## src/rtl/snn_pkg.sv

```systemverilog
// snn_pkg: definitions shared by the spiking-network blocks (lif_neuron,
// lif_syn_sum, stdp_synapse).
//   - lif_state_e       : neuron FSM states
//   - SNN_WEIGHT_WIDTH  : common synaptic weight width, kept equal to the
//                         width stdp_synapse produces
//   - sat_add()         : unsigned add clamped to an all-ones value of a
//                         given width
package snn_pkg;

  localparam int SNN_WEIGHT_WIDTH = 8;

  typedef enum logic {
    INTEGRATE  = 1'b0,
    REFRACTORY = 1'b1
  } lif_state_e;

  // Unsigned a + b, clamped to 2^width-1. The internal sum carries one extra
  // bit so operands up to 64 bits never wrap before the clamp.
  function automatic logic [63:0] sat_add(input logic [63:0] a,
                                          input logic [63:0] b,
                                          input int unsigned width);
    logic [64:0] s;
    logic [64:0] lim;
    s   = {1'b0, a} + {1'b0, b};
    lim = (65'd1 << width) - 65'd1;
    return (s > lim) ? lim[63:0] : s[63:0];
  endfunction

endpackage

```

## src/rtl/lif_syn_sum.sv

```systemverilog
// lif_syn_sum: combinational masked adder. Adds weight i to the sum only
// when in_spike[i] is set.
//   in_spike  in  NUM_INPUTS               presynaptic spikes
//   weights   in  NUM_INPUTS*WEIGHT_WIDTH  flat bus, input i at [i*W +: W]
//   syn_sum   out SUM_WIDTH                sum of the selected weights
module lif_syn_sum #(
  parameter int NUM_INPUTS   = 4,
  parameter int WEIGHT_WIDTH = 8,
  parameter int SUM_WIDTH    = WEIGHT_WIDTH + $clog2(NUM_INPUTS) + 1
) (
  input  logic [NUM_INPUTS-1:0]              in_spike,
  input  logic [NUM_INPUTS*WEIGHT_WIDTH-1:0] weights,
  output logic [SUM_WIDTH-1:0]               syn_sum
);

  logic [SUM_WIDTH-1:0] masked [NUM_INPUTS];

  // Zero-extend each weight to the full sum width and gate it by its spike.
  generate
    for (genvar gi = 0; gi < NUM_INPUTS; gi++) begin : g_mask
      assign masked[gi] = in_spike[gi]
          ? SUM_WIDTH'(weights[gi*WEIGHT_WIDTH +: WEIGHT_WIDTH])
          : '0;
    end
  endgenerate

  always_comb begin
    syn_sum = '0;
    for (int i = 0; i < NUM_INPUTS; i++) begin
      syn_sum = syn_sum + masked[i];
    end
  end

endmodule

```

## src/rtl/lif_neuron.sv

```systemverilog
// lif_neuron: leaky integrate-and-fire neuron.
// Each enabled cycle in INTEGRATE it leaks v_mem by v_mem>>LEAK_SHIFT, adds
// the weighted sum of active inputs (saturating), and fires when the result
// reaches V_THRESH. A fire resets v_mem to V_REST and, if REFRAC_CYCLES>0,
// starts a refractory period of REFRAC_CYCLES enabled cycles during which
// inputs are ignored.
//   clk          in   clock, all logic on posedge
//   rst          in   synchronous active-high reset
//   enable       in   neuron advances only when high
//   in_spike     in   presynaptic spikes, one bit per input
//   weights      in   flat weight bus, input i at [i*WEIGHT_WIDTH +: WEIGHT_WIDTH]
//   v_mem        out  registered membrane potential
//   post_spike   out  one-cycle registered fire pulse
//   refractory   out  high while in REFRACTORY
//   spike_count  out  fires since reset, wraps
module lif_neuron
  import snn_pkg::*;
#(
  parameter int                 NUM_INPUTS    = 4,
  parameter int                 WEIGHT_WIDTH  = SNN_WEIGHT_WIDTH,
  parameter int                 V_WIDTH       = 16,
  parameter logic [V_WIDTH-1:0] V_THRESH      = 16'd1000,
  parameter logic [V_WIDTH-1:0] V_REST        = 16'd0,
  parameter int                 LEAK_SHIFT    = 4,
  parameter int                 REFRAC_CYCLES = 5,
  parameter int                 CNT_WIDTH     = 16
) (
  input  logic                               clk,
  input  logic                               rst,
  input  logic                               enable,
  input  logic [NUM_INPUTS-1:0]              in_spike,
  input  logic [NUM_INPUTS*WEIGHT_WIDTH-1:0] weights,
  output logic [V_WIDTH-1:0]                 v_mem,
  output logic                               post_spike,
  output logic                               refractory,
  output logic [CNT_WIDTH-1:0]               spike_count
);

  localparam int SUM_WIDTH = WEIGHT_WIDTH + $clog2(NUM_INPUTS) + 1;
  localparam int RC_WIDTH  = (REFRAC_CYCLES > 0) ? $clog2(REFRAC_CYCLES + 1) : 1;

  lif_state_e           state_q, state_d;
  logic [V_WIDTH-1:0]   v_q, v_d;
  logic                 spike_q, spike_d;
  logic [CNT_WIDTH-1:0] cnt_q, cnt_d;
  logic [RC_WIDTH-1:0]  rcnt_q, rcnt_d;

  logic [SUM_WIDTH-1:0] syn_sum;
  logic [V_WIDTH-1:0]   v_leaked;
  logic [V_WIDTH-1:0]   v_next;
  logic                 fire;

  lif_syn_sum #(
    .NUM_INPUTS  (NUM_INPUTS),
    .WEIGHT_WIDTH(WEIGHT_WIDTH),
    .SUM_WIDTH   (SUM_WIDTH)
  ) u_syn_sum (
    .in_spike(in_spike),
    .weights (weights),
    .syn_sum (syn_sum)
  );

  // Leak never underflows because v>>LEAK_SHIFT <= v. The add is carried out
  // wide enough for both operands so a large synaptic sum cannot wrap into a
  // small value before it is clamped to the V_WIDTH maximum.
  assign v_leaked = v_q - (v_q >> LEAK_SHIFT);
  assign v_next   = V_WIDTH'(sat_add(64'(v_leaked), 64'(syn_sum), V_WIDTH));
  assign fire     = (v_next >= V_THRESH);

  always_comb begin
    state_d = state_q;
    v_d     = v_q;
    spike_d = 1'b0;
    cnt_d   = cnt_q;
    rcnt_d  = rcnt_q;
    if (enable) begin
      unique case (state_q)
        INTEGRATE: begin
          if (fire) begin
            v_d     = V_REST;
            spike_d = 1'b1;
            cnt_d   = cnt_q + CNT_WIDTH'(1);
            if (REFRAC_CYCLES > 0) begin
              state_d = REFRACTORY;
              rcnt_d  = RC_WIDTH'(REFRAC_CYCLES);
            end
          end else begin
            v_d = v_next;
          end
        end
        REFRACTORY: begin
          // Inputs are ignored; the count reaching 1 marks the last ignored
          // edge, so the following edge integrates again.
          v_d    = V_REST;
          rcnt_d = rcnt_q - RC_WIDTH'(1);
          if (rcnt_q == RC_WIDTH'(1)) begin
            state_d = INTEGRATE;
          end
        end
        default: state_d = INTEGRATE;
      endcase
    end
  end

  always_ff @(posedge clk) begin
    if (rst) begin
      state_q <= INTEGRATE;
      v_q     <= V_REST;
      spike_q <= 1'b0;
      cnt_q   <= '0;
      rcnt_q  <= '0;
    end else begin
      state_q <= state_d;
      v_q     <= v_d;
      spike_q <= spike_d;
      cnt_q   <= cnt_d;
      rcnt_q  <= rcnt_d;
    end
  end

  assign v_mem       = v_q;
  assign post_spike  = spike_q;
  assign refractory  = (state_q == REFRACTORY);
  assign spike_count = cnt_q;

endmodule

```

## config.mk

```make
export PLATFORM = sky130hd
export DESIGN_NAME = lif_neuron
export DESIGN_NICKNAME = d
export VERILOG_FILES = /design/src/rtl/snn_pkg.sv /design/src/rtl/lif_syn_sum.sv /design/src/rtl/lif_neuron.sv
export SDC_FILE = /design/constraint.sdc
export NUM_CORES = 1
export LEC_CHECK = 0
export CORE_MARGIN = 2
export CORE_UTILIZATION = 58
export DETAILED_ROUTE_END_ITERATION = 8
export PLACE_DENSITY = 0.87
export SETUP_SLACK_MARGIN = 0.15
export SLEW_MARGIN = 20
export SYNTH_ARGS = -nofsm -noshare
export SYNTH_HDL_FRONTEND = slang
export SYNTH_HIERARCHICAL = 1
export SYNTH_SLANG_ARGS = --single-unit
```

## constraint.sdc

```tcl
create_clock -name clk -period 12 [get_ports clk]
set_input_delay 1.2 -clock clk [delete_from_list [all_inputs] [get_ports clk]]
set_output_delay 1.2 -clock clk [all_outputs]
set_load 0.02 [all_outputs]
```

==> results.yml <==
yosys:
  synth_simple_gate_area_share_pct: 25.2
  synthDistinctLibCells: 69
  synth_seq_cells: 37
  synth_top_family_by_area: "simple AND/OR/NAND/NOR gates"
  yosys-top-cells-area: "dfxtp_1, ha_1, fa_1, inv_1, and2_1"
  syn-instance-count: 499
  synthArstFlopShare_pct: 0
  synth_fp_nets: 592
  ys_seq_area_share_pct: 18.7
  yosys.area_share.xor_xnor_pct: 4.44
  synth-main-ff-cell: "dfxtp_1"
  yosys.area_share.adder_pct: 20.4
  yosys_warnings: 6
  synthMuxAreaShare_pct: 1.35
  netlist_area_um2: 3970
  yosysTopAreaCellShare_pct: 18.7
  synth_compound_area_share_pct: 22.9
  synth_edf_count: 0
  syn_area_per_cell_um2: 7.96
  yosysTopAreaCell: "dfxtp_1"
clocking:
  cts_buffers: 5
  cts_setup_buffers: 0
  clock_path_buffers: 2
  clock-sinks: 37
  cts.repair.resized: 0
  cts_root_buf: "clkbuf_8"
  htree_levels: 2
  clk_latency_ns: 0.30
  cts_tree: "built"
  postCtsHoldBufs: 0
  clkTransAtPathRegs_ns: 0.08
setup_path:
  r2r_start: "v_mem[6]$_SDFFE_PP0P_"
  endpoint_kind: "flip-flop"
  critPathCapture: "spike_count[12]$_SDFFE_PP0P_"
  cp-startpoint: "in_spike[3]"
  crit_path_max_fanout: 12
  worstSetupPathType: "input port to flip-flop"
  r2r_cells: 17
  r2r_setup_slack_ns: 7.09
  cp-start-kind: "input port"
  worst-endpoint-arrival_ns: 7.10
  cp.required_ns: 12.22
  timing.rr.end: "spike_count[12]$_SDFFE_PP0P_"
floorplan:
  num_rows: 30
  die_area_um2: 7520
  dieWidth_um: 86.7
  fp.dieH_um: 86.7
  core_um2: 6720
  initial_core_util_pct: 59.1
  ioPinCount: 73
global_routing:
  grt_pass1_wl_um: 16800
  grt_pass1_vias: 3731
  grt_max_degree: 32
  grt_antenna_before_repair: 0
  overflow: 0
  grt.total_usage_pct: 27.5
finish:
  fin_util_pct: 72.1
  num_antenna_cells: 0
  drive_above_1_share_pct: 5.12
  multi_input_area_um2: 2960
  area_growth_pct: 22.0
  regArea_um2: 741
  fill_cells: 508
  final_nets: 658
detailed_routing:
  dr.first_iter.drc_count: 321
  vias_per_cell: 6.07
  ant_nets: 0
  wl_per_cell_um: 15.6
  drc_errors: 0
  via_count: 3921
  drt_pre_antenna_iters: 6
  wl_um: 10100
place:
  gp_congestion: 0.954
  io_buffers: 72
  hpwl_um: 8020
  dp_worst_setup_slack_ns: 4.84
sta:
  setup_viol: 0
  rsz0062_at_grt: "no"
  period_share_pct: 57.3
  hold_viol_final: 0
  clock_skew_ns: 0.0101
  tightest_slew_ns: 0.795
  maxSlewHeadroom_pct: 46.8
  period_needed_ns: 6.87
  worst_slack_ns: 5.13
  max_freq_mhz: 146
  final_max_slew_viol_count: 0
  setup_tns_ns: 0
min_path:
  hp-class: "flip-flop to flip-flop"
flow_run:
  drv_cap: 0
status:
  status: "completed"
==> final cells by class <==
type	instances	share of cell area (%)
flip-flops and latches	37	15.3
inverters	52	4.03
multi-input cells	397	61.0
clock inverters	3	1.42
clock buffers	5	1.42
repair buffers	72	14.8
well taps	80	2.07
==> layer usage <==
| metal | GRT usage (%) | routed length (um) |
|---|---|---|
| met4 | 7.81 | 206 |
| met1 | 36.3 | 4390 |
| met2 | 46.3 | 4830 |
| met5 | 0 | 0 |
| met3 | 4.76 | 660 |
==> logic make-up (layout without fill, tap and decap cells) <==
kind of cell / count (synthesis) / count (layout)
adders and majority gates: 54 / 54
xor gates and xnor gates: 18 / 18
other: 1 / 1
DFF: 37 / 37
and+or+nand+nor: 186 / 186
muxes: 5 / 5
AOI/OAI and AO/OA: 133 / 133
buffers and inverters: 65 / 132
==> per-stage QoR <==
| step | area [um^2] | std cells | hold slack (ns) |
|---|---|---|---|
| after CTS | 4850 | 646 | 0.480 |
| after global routing | 4850 | 646 | 0.506 |
| after floorplan | 3970 | 499 | 0.468 |
| final | 4850 | 646 | 0.472 |
| after global placement | 4710 | 638 | 0.455 |
| after detailed placement | 4710 | 638 | 0.469 |
==> cell usage after synthesis (2+ instances only) <==
| cell | count |
|---|---|
| a211o_1 | 2 |
| a21boi_0 | 2 |
| a21o_1 | 9 |
| a21oi_1 | 36 |
| a221oi_2 | 2 |
| a311o_1 | 3 |
| a311oi_1 | 5 |
| a31oi_1 | 2 |
| and2_1 | 30 |
| and3_1 | 6 |
| buf_2 | 3 |
| buf_6 | 3 |
| clkbuf_1 | 5 |
| dfxtp_1 | 37 |
| fa_1 | 18 |
| ha_1 | 36 |
| inv_1 | 52 |
| mux2_2 | 2 |
| mux2i_1 | 2 |
| nand2_1 | 41 |
| nand3_1 | 18 |
| nand4_1 | 7 |
| nor2_1 | 30 |
| nor2b_1 | 11 |
| nor3_1 | 12 |
| nor3b_1 | 2 |
| o211ai_1 | 3 |
| o21a_1 | 7 |
| o21ai_0 | 22 |
| o21ai_1 | 13 |
| o311ai_0 | 3 |
| o31ai_1 | 6 |
| or2_2 | 3 |
| or3_1 | 12 |
| or4_1 | 5 |
| xnor2_1 | 11 |
| xor2_1 | 6 |
==> cell usage in the layout, fill, tap and decap left out, drive strengths merged, types with 9 or more instances in the layout <==
cell,count
o21ai,36
dfxtp,37
nand3,18
nor2b,12
and2,30
nand2,41
ha,36
xnor2,12
inv,53
a21oi,36
a21o,9
or3,12
clkdlybuf4s50,71
nor2,30
nor3,13
fa,18
==> flip-flops by register name, indices dropped and copies added, names as in the netlist <==
register / count
v_mem: 16
refractory: 1
rcnt_q: 3
post_spike: 1
spike_count: 16
==> worst min-delay path by stage <==
stage / start / to / slack (ns) / depth (start not counted)
6_report: v_mem[0]$_SDFFE_PP0P_ / v_mem[0]$_SDFFE_PP0P_ / 0.47 / 2
5_1_grt: spike_count[15]$_SDFFE_PP0P_ / spike_count[15]$_SDFFE_PP0P_ / 0.51 / 2
3_3_place_gp: v_mem[0]$_SDFFE_PP0P_ / v_mem[0]$_SDFFE_PP0P_ / 0.46 / 2
3_5_place_dp: v_mem[0]$_SDFFE_PP0P_ / v_mem[0]$_SDFFE_PP0P_ / 0.47 / 2
2_1_floorplan: rcnt_q[1]$_SDFFE_PP0P_ / rcnt_q[1]$_SDFFE_PP0P_ / 0.47 / 2
4_1_cts: v_mem[0]$_SDFFE_PP0P_ / v_mem[0]$_SDFFE_PP0P_ / 0.48 / 2
==> critical path, stage by stage <==
cell,delay [ns]
clkdlybuf4s50_1,0.52
and2_1,0.22
fa_1,0.53
inv_1,0.05
fa_1,0.53
inv_1,0.05
ha_1,0.33
nand3_1,0.13
a21oi_1,0.22
nor4_1,0.07
a311o_1,0.32
ha_1,0.42
a2111oi_2,0.39
o21ai_1,0.19
a41oi_1,0.27
xor2_1,0.11
or4b_4,0.56
nand4_4,0.19
o31ai_4,0.12
or4_1,0.52
a21oi_1,0.15
Power is not shown: default switching activity piles up to over one toggle a cycle in this logic, so the estimate is an artifact.
==> edit, RTL diff (same flow settings) <==
The parameter `V_WIDTH` goes from 16 to 20.
--- a/src/rtl/lif_neuron.sv
+++ b/src/rtl/lif_neuron.sv
@@ -18,7 +18,7 @@
 #(
   parameter int                 NUM_INPUTS    = 4,
   parameter int                 WEIGHT_WIDTH  = SNN_WEIGHT_WIDTH,
-  parameter int                 V_WIDTH       = 16,
+  parameter int                 V_WIDTH       = 20,
   parameter logic [V_WIDTH-1:0] V_THRESH      = 16'd1000,
   parameter logic [V_WIDTH-1:0] V_REST        = 16'd0,
   parameter int                 LEAK_SHIFT    = 4,
Interface: changed (resized v_mem); port bits go from 73 to 77. The function was not compared with the original's and may differ.
==> edit against the original RTL <==
Sequential cell count up 4. Cell area up 6.9%. Synthesized area up 6.8%. Die area up 6.5%. Largest cell class unchanged. Routed wire length up 6.4%. Setup slack worse by 490 ps. Via count up 3.1%. Count of clock-buffer cells in the layout up 2. Highest routed layer unchanged.
Power is not shown: default switching activity piles up to over one toggle a cycle in this logic, so the estimate is an artifact.
==> edit: results (changes against the original RTL) <==
outcome completed; IO buf count 76 (+5.6%); H-tree depth 2 (unchanged); CP Launch Point in_spike[2]; DRT Wirelength 10700 microns (+6.4%); CTS max path bufs 2 (unchanged); WL met2 5410 microns (+12%); share of layout cells above drive strength 1 3.80% (-1.3 points); TritonCTS Buffers 5 (unchanged); Mapped Nets 633 (+6.9%); Largest register FFs 20; Starting DRT DRC Count 190 (-41%); CTS clock-pin slew for the worst setup and hold paths 70 ps; clk_skew 7.20 ps (-2.87 ps); number of global-route vias before repair 3916 (+5.0%); r2r worst-path depth 18 (+1); synth top area cells dfxtp_1 (19%), ha_1 (12%), fa_1 (8.5%), inv_1 (5.3%), and2_1 (4.6%); share of the synthesized area in the top cell type 19.4% (+0.70 points); WP data arrival 7530 ps (+430 ps); CP max stage cell clkdlybuf4s50_1; number of distinct library cells after synthesis 63 (-8.7%); total length of routed met3 wires 486 microns (-26%); RR Endpoint spike_count[12]; placed standard-cell area 5060 sq um (+7.4%); Final Hold Vio Count 0 (unchanged); Hold Buf Count CTS 0 (unchanged); drt drc 0 (unchanged); initial antenna violation count 0 (unchanged); post-CTS setup buffer count 0 (unchanged); Synth top cells by count inv_1 (60), nand2_1 (45), dfxtp_1 (41), ha_1 (41), a21oi_1 (34); vias per cell 5.74 (-5.4%); Highest Signal Layer met4; wl on met1 4650 microns (+5.8%); DP HPWL 8660 microns (+7.9%); critical path's top delay family adder cells; root buffer cell clkbuf_8; M1 GR Usage 36.3% (about the same); FILL cells 581 (+14%); 1st-pass router iterations 5 (-1); GP Congestion 0.959 (+0.59%); Reg2Reg Setup Slack 6590 ps (-500 ps); sequential element share of the synthesized area 19.4% (+0.70 points); FFs w/ async S/R, synth 0% (unchanged); crit-path max FO 27 (+15); CP Capture Type flip-flop; ant diodes 0 (unchanged); first-pass GRT wire length 17700 microns (+5.5%); met3 GRT Util 2.68% (-2.1 points); largest net degree at the start of global routing 43 (+34%); GRT Util Overall 27.7% (+0.24 points); GR Util met2 48.5% (+2.2 points); Worst Tran Pin Value 682 ps (-113 ps); Synth Warn # 6 (unchanged); Final nets 702 (+6.7%); r2r startpoint v_mem[4]; biggest cell delay along the critical path 560 ps (about the same)
edit: cell count changes in the layout (fill, tap and decap cells not counted), sizes merged, moves of 5 or more:
cell           delta
a31oi             +5
nor4              +6
or3              -10
xnor2             +7
mux2              +6
inv               +7
clkdlybuf4s50     +5
o21ai            -12
nand2             +5
nor3              +7
ha                +5
edit: kinds of logic after synthesis:
kind of cell             after synthesis  share of synthesized area [%]
multiplexers                          11                           3.39
adder cells (fa/ha/maj)               59                           20.6
buffers and inverters                 76                           7.14
AO/OA/AOI/OAI                        120                           19.0
XOR/XNOR                              29                           5.99
other                                  1                         0.0884
AND/OR/NAND/NOR                      198                           24.4
flip-flops                            41                           19.4
edit: worst min path at each step:
stage          cells past startpoint        end  slack [ps]      start
4_1_cts                            2   v_mem[0]         470   v_mem[0]
5_1_grt                            2   v_mem[0]         510   v_mem[0]
3_3_place_gp                       2   v_mem[0]         460   v_mem[0]
3_5_place_dp                       2   v_mem[0]         460   v_mem[0]
6_report                           2   v_mem[0]         470   v_mem[0]
2_1_floorplan                      2  rcnt_q[1]         470  rcnt_q[1]
edit: final cells by class:
type                    count  area [sq um]  share of cell area, %
inverters                  60           225                   4.35
repair buffers             78           776                   15.0
flip-flops and latches     41           821                   15.8
clock buffers               7          86.3                   1.67
clock inverters             1          30.0                  0.580
well taps                  99           124                   2.39
multi-input cells         418          3120                   60.2
edit: metrics by stage:
stage	hold slack, ps	utilization (%)	setup WS (ps)	std cells
after floorplan	465	-	5300	535
after global placement	458	70.6	4530	696
after detailed placement	460	70.6	4420	696
after CTS	470	72.2	4680	704
after global routing	515	72.2	4350	704
final	469	72.2	4640	704
